### config.mk
export PLATFORM = sky130hd
export DESIGN_NAME = mips_multicycle_controller
export DESIGN_NICKNAME = d
export VERILOG_FILES = /design/src/rtl/mips_multicycle_controller.sv
export SDC_FILE = /design/constraint.sdc
export NUM_CORES = 1
export LEC_CHECK = 0
export CORE_MARGIN = 8
export CORE_UTILIZATION = 42
export DETAILED_ROUTE_END_ITERATION = 8
export PLACE_DENSITY = 0.84
export RECOVER_POWER = 100
export SETUP_SLACK_MARGIN = 0.1
export SKIP_LAST_GASP = 1
export SLEW_MARGIN = 20
export SYNTH_ARGS = -nofsm -noshare
export SYNTH_HDL_FRONTEND = slang
export SYNTH_SLANG_ARGS = --single-unit
### constraint.sdc
create_clock -name clk -period 2.6 [get_ports clk]
set_input_delay 0.26 -clock clk [delete_from_list [all_inputs] [get_ports clk]]
set_output_delay 0.26 -clock clk [all_outputs]
set_load 0.005 [all_outputs]
### src/rtl/mips_multicycle_controller.sv
// Main control FSM for the multi-cycle MIPS datapath.
// Sequences fetch/decode/execute/memory/writeback with memory-ready stalls.
module mips_multicycle_controller #(
  parameter bit USE_MEM_READY = 1'b1
) (
  input  logic       clk,
  input  logic       reset,
  input  logic [5:0] Op,
  input  logic       Zero,
  input  logic       MemReady,
  output logic       IorD,
  output logic       MemWrite,
  output logic       IRWrite,
  output logic       RegDst,
  output logic       MemtoReg,
  output logic       RegWrite,
  output logic       ALUSrcA,
  output logic [1:0] ALUSrcB,
  output logic [1:0] ALUOp,
  output logic [1:0] PCSrc,
  output logic       PCEn,
  output logic       IllegalOp,
  output logic       InstrDone,
  output logic [3:0] State
);

  localparam logic [5:0] OP_LW   = 6'b100011;
  localparam logic [5:0] OP_SW   = 6'b101011;
  localparam logic [5:0] OP_RT   = 6'b000000;
  localparam logic [5:0] OP_BEQ  = 6'b000100;
  localparam logic [5:0] OP_ADDI = 6'b001000;
  localparam logic [5:0] OP_J    = 6'b000010;

  typedef enum logic [3:0] {
    S_FETCH   = 4'd0,
    S_DECODE  = 4'd1,
    S_MEMADR  = 4'd2,
    S_MEMRD   = 4'd3,
    S_MEMWB   = 4'd4,
    S_MEMWR   = 4'd5,
    S_EXECUTE = 4'd6,
    S_ALUWB   = 4'd7,
    S_BRANCH  = 4'd8,
    S_ADDIEX  = 4'd9,
    S_ADDIWB  = 4'd10,
    S_JUMP    = 4'd11
  } state_t;

  state_t r_state;
  state_t w_next;
  logic   w_rdy;
  logic   w_pcwrite;
  logic   w_branch;

  assign w_rdy = USE_MEM_READY ? MemReady : 1'b1;

  always_ff @(posedge clk) begin
    if (reset) r_state <= S_FETCH;
    else       r_state <= w_next;
  end

  always_comb begin
    w_next    = S_FETCH;
    w_pcwrite = 1'b0;
    w_branch  = 1'b0;
    IorD      = 1'b0;
    MemWrite  = 1'b0;
    IRWrite   = 1'b0;
    RegDst    = 1'b0;
    MemtoReg  = 1'b0;
    RegWrite  = 1'b0;
    ALUSrcA   = 1'b0;
    ALUSrcB   = 2'b00;
    ALUOp     = 2'b00;
    PCSrc     = 2'b00;
    IllegalOp = 1'b0;
    InstrDone = 1'b0;
    case (r_state)
      S_FETCH: begin
        ALUSrcB   = 2'b01;
        IRWrite   = w_rdy;
        w_pcwrite = w_rdy;
        w_next    = w_rdy ? S_DECODE : S_FETCH;
      end
      S_DECODE: begin
        ALUSrcB = 2'b11;
        case (Op)
          OP_LW, OP_SW: w_next = S_MEMADR;
          OP_RT:        w_next = S_EXECUTE;
          OP_BEQ:       w_next = S_BRANCH;
          OP_ADDI:      w_next = S_ADDIEX;
          OP_J:         w_next = S_JUMP;
          default: begin
            IllegalOp = 1'b1;
            InstrDone = 1'b1;
          end
        endcase
      end
      S_MEMADR: begin
        ALUSrcA = 1'b1;
        ALUSrcB = 2'b10;
        w_next  = (Op == OP_SW) ? S_MEMWR : S_MEMRD;
      end
      S_MEMRD: begin
        IorD   = 1'b1;
        w_next = w_rdy ? S_MEMWB : S_MEMRD;
      end
      S_MEMWB: begin
        MemtoReg  = 1'b1;
        RegWrite  = 1'b1;
        InstrDone = 1'b1;
      end
      S_MEMWR: begin
        IorD      = 1'b1;
        MemWrite  = 1'b1;
        InstrDone = w_rdy;
        w_next    = w_rdy ? S_FETCH : S_MEMWR;
      end
      S_EXECUTE: begin
        ALUSrcA = 1'b1;
        ALUOp   = 2'b10;
        w_next  = S_ALUWB;
      end
      S_ALUWB: begin
        RegDst    = 1'b1;
        RegWrite  = 1'b1;
        InstrDone = 1'b1;
      end
      S_BRANCH: begin
        ALUSrcA   = 1'b1;
        ALUOp     = 2'b01;
        PCSrc     = 2'b01;
        w_branch  = 1'b1;
        InstrDone = 1'b1;
      end
      S_ADDIEX: begin
        ALUSrcA = 1'b1;
        ALUSrcB = 2'b10;
        w_next  = S_ADDIWB;
      end
      S_ADDIWB: begin
        RegWrite  = 1'b1;
        InstrDone = 1'b1;
      end
      S_JUMP: begin
        PCSrc     = 2'b10;
        w_pcwrite = 1'b1;
        InstrDone = 1'b1;
      end
      default: w_next = S_FETCH;
    endcase
    PCEn  = w_pcwrite | (w_branch & Zero);
    State = r_state;
    // Reset masks everything so an abandoned instruction issues no writes
    if (reset) begin
      IorD      = 1'b0;
      MemWrite  = 1'b0;
      IRWrite   = 1'b0;
      RegDst    = 1'b0;
      MemtoReg  = 1'b0;
      RegWrite  = 1'b0;
      ALUSrcA   = 1'b0;
      ALUSrcB   = 2'b00;
      ALUOp     = 2'b00;
      PCSrc     = 2'b00;
      PCEn      = 1'b0;
      IllegalOp = 1'b0;
      InstrDone = 1'b0;
      State     = 4'd0;
    end
  end

endmodule

==> results by group, run 1 <==
Synth
  • Number of distinct library cells after synthesis: 35
  • Net count after synthesis: around 100
  • Number of enable flip-flop cells after synthesis: 0
  • Most common cell in the synthesized netlist: nor2_1
  • Yosys warning total: 0
  • Cell type with the highest aggregate area in the netlist: dfxtp_1
  • Number of instances in the synthesized netlist: 93
  • Fraction of synthesis flops using an asynchronous set or reset pin: 0%
  • Post-Syn Area: roughly 610 um2
  • Number of storage elements in the synthesis netlist: 4
  • Ranking of synthesized cells by area: dfxtp_1 (13%), nor2_1 (8.0%), a21oi_1 (7.3%)
  • Predominant post-synthesis flop cell: dfxtp_1
  • Post-synth top area share: between 10% and 20%
  • Part of the Yosys area used for sequential elements: about an eighth
  • Leading post-synthesis cells by instance count: nor2_1 (13), a21oi_1 (9), nor3_1 (7)
  • Average cell area after synthesis: approximately 6.6 um2

Drt
  • Via density: 6.180
  • Detailed router's first-iteration violation count: 50
  • DRT antenna net count: 0
  • Number of vias after detailed routing: ~860
  • Routed wirelength normalized by instance count: between 15 and 20 um
  • Number of remaining DRC errors: 0
  • Post-Route WL: 2160 um
  • Detailed-routing iteration count for the pre-antenna-repair pass: 4

CTS
  • Post-CTS clock slew at the launch and capture registers of the worst setup and hold paths: around 0.04 ns
  • Maximum buffer depth of the clock tree: 2
  • CTS HTree Levels: 1
  • Source-to-sink clock delay at the later pin of the worst-skew pair: ~0.24 ns
  • Hold-fix buffers at CTS: 0
  • Buffer cell driving the clock tree root: clkbuf_4
  • TritonCTS buffer count: 3
  • TritonCTS clock tree: built
  • Number of sinks on the clock net: 4

Placement
  • Placement-stage cell area: slightly above 900 um2
  • Worst slack, placed: 0.1559 ns
  • Hpwl dp: around 1600 um
  • Weighted congestion reported at the end of routability-driven placement: ~0.85
  • Count of port buffers added during placement: 29

Timing
  • Minimum setup slack in the final design: about 0.15 ns
  • Final min period: 2.452 ns
  • Total of endpoints with negative setup slack in the final report: 0
  • Sum of negative setup slack: 0 ns
  • Final-report hold violation count: 0
  • Worst hold-check slack: ~0.6 ns
  • Max Clk Rate: between 0.4 and 0.5 GHz
  • Slew @ Worst Pin: 0.5734 ns
  • Remaining max-slew budget at the tightest pin: 61.77%
  • Clock Skew: 0.003499 ns
  • Final worst path period share: ~94%
  • Unrepaired setup endpoints after global routing: false
  • Final-report max-slew violation count: 0

Job
  • Count of max-cap constraint violations: 0

Worst setup path
  • Worst stage delay on the critical path: 0.58 ns
  • Reg-to-reg setup timing slack: between 0.9 and 1 ns
  • Critical path endpoint category: primary output
  • Beginning of the worst register-to-register path: r_state[2]
  • Cell type of the slowest stage on the worst timing path: dfxtp_1
  • Worst setup path startpoint: r_state[2]
  • WS Path Type: reg -> out
  • Worst Path Arrival: 2.19 ns
  • Data required time at the worst endpoint: around 2.3 ns
  • Cells traversed along the worst timing path: inv_1 -> or3_1 -> nor3_1 -> dlygate4sd3_1
  • Type of origin of the critical path: register
  • Crit Path Max Fanout: 14

Run status
  • Run status: complete, no violations

Finish
  • Layout net count: 136
  • Total non-filler cell area in the finished layout: ~950 um2
  • Final core utilization: 71.01%
  • Layout cells sized above 1: 8.871%
  • N_diodes: 0
  • Max FFs per register: 4
  • Reg with most FFs: r_state
  • Area growth from synthesis to layout: 54.49%
  • Biggest regs: r_state (4)

GRT
  • First-pass GRT wire length: around 3400 um
  • Number of antenna violations at the first check in global routing: 0
  • GRT Total Usage: ~15%
  • Overflow after GRT: 0
  • Largest net degree at the start of global routing: 17
  • Number of global-route vias before repair: approximately 800

Power
  • Peak VDD IR: approximately 0.00016 V
  • Standby leakage power: between 0.3 and 0.4 nW
  • Pwr dens: ~260 nW/um2

Floorplanning
  • Height of the die: 54.21 um
  • Std-Cell Core Area: 1334 um2
  • Starting density of the core: between 40 and 50%
  • Horizontal extent of the die: between 50 and 60 um
  • IO Count: 30
  • Standard-cell row count: 13
  • Area enclosed by the die boundary: about 3000 um2

Min path
  • Worst min path class: reg -> reg
  • Startpoint of the worst hold path: r_state[0]
==> per-layer routing <==
metal,up-vias,GRT usage (%),part of all wire (%)
met5,-,0,0
met3,13,1.928,8.1
met2,44,26.72,50
li1,411,-,-
met4,0,11.48,4.9
met1,391,15.67,37
==> area by class of cell <==
class                      instances  area (um2)
sequential                         4       81.33
fill                             123       386.6
clock buffer                       3       22.52
multi-input combinational         79       489.2
inverter                           4       15.01
timing repair buffer              34       320.3
tap                               15       18.77
==> worst max-delay path, delay by kind of cell (launching register included) <==
family,cells,cell delay [ns]
buf+inv,2,0.79
simple gates,2,0.57
flops,1,0.58
==> where the power goes <==
part,internal [mW],switching [mW]
logic,0.0473,0.0478
registers,0.0643,0.00536
clock network,0.0518,0.0281
==> cell usage in the layout (no fill, tap or decap), types with 4 or more instances in the layout <==
master,netlist,final
a21oi_1,9,9
clkdlybuf4s50_1,0,16
dlygate4sd3_1,0,13
inv_1,4,4
nand2b_1,5,5
nand3_1,4,4
nor2_1,13,13
nor3_1,7,7
o211ai_1,4,4
o21ai_0,4,4
==> through the flow <==
stage	power [mW]	instances
finish	0.2445	139
global placement	0.1647	135
global route	0.2571	139
CTS	0.2458	138
detailed placement	0.1672	135
floorplan	0.1182	93
==> kinds of logic (layout without fill, tap and decap cells) <==
| logic type | Yosys count | count (layout) | synth area share [%] |
|---|---|---|---|
| xor gates and xnor gates | 2 | 2 | 2.858 |
| DFF | 4 | 4 | 13.06 |
| and+or+nand+nor | 49 | 49 | 44.70 |
| AOI/OAI and AO/OA | 27 | 27 | 30.61 |
| buffers and inverters | 10 | 41 | 7.141 |
| muxes | 1 | 1 | 1.633 |
==> final timing paths <==
kind                end  depth (start not counted)
max            MemtoReg                          4
max reg2reg  r_state[2]                          4
min reg2reg  r_state[3]                          2
min          r_state[3]                          2
==> timing repair <==
item                       in CTS  in global routing
setup endpoints to repair       0                  2
gates resized for setup         0                  1
buffers inserted                0                  1
Power figures use the tool's default switching activity.
==> run 2, diff against run 1 <==
CTS_CLUSTER_DIAMETER = 40   (was unset)
==> results of run 2 <==
Final layout, timing and power as in run 1 (identical DEF).
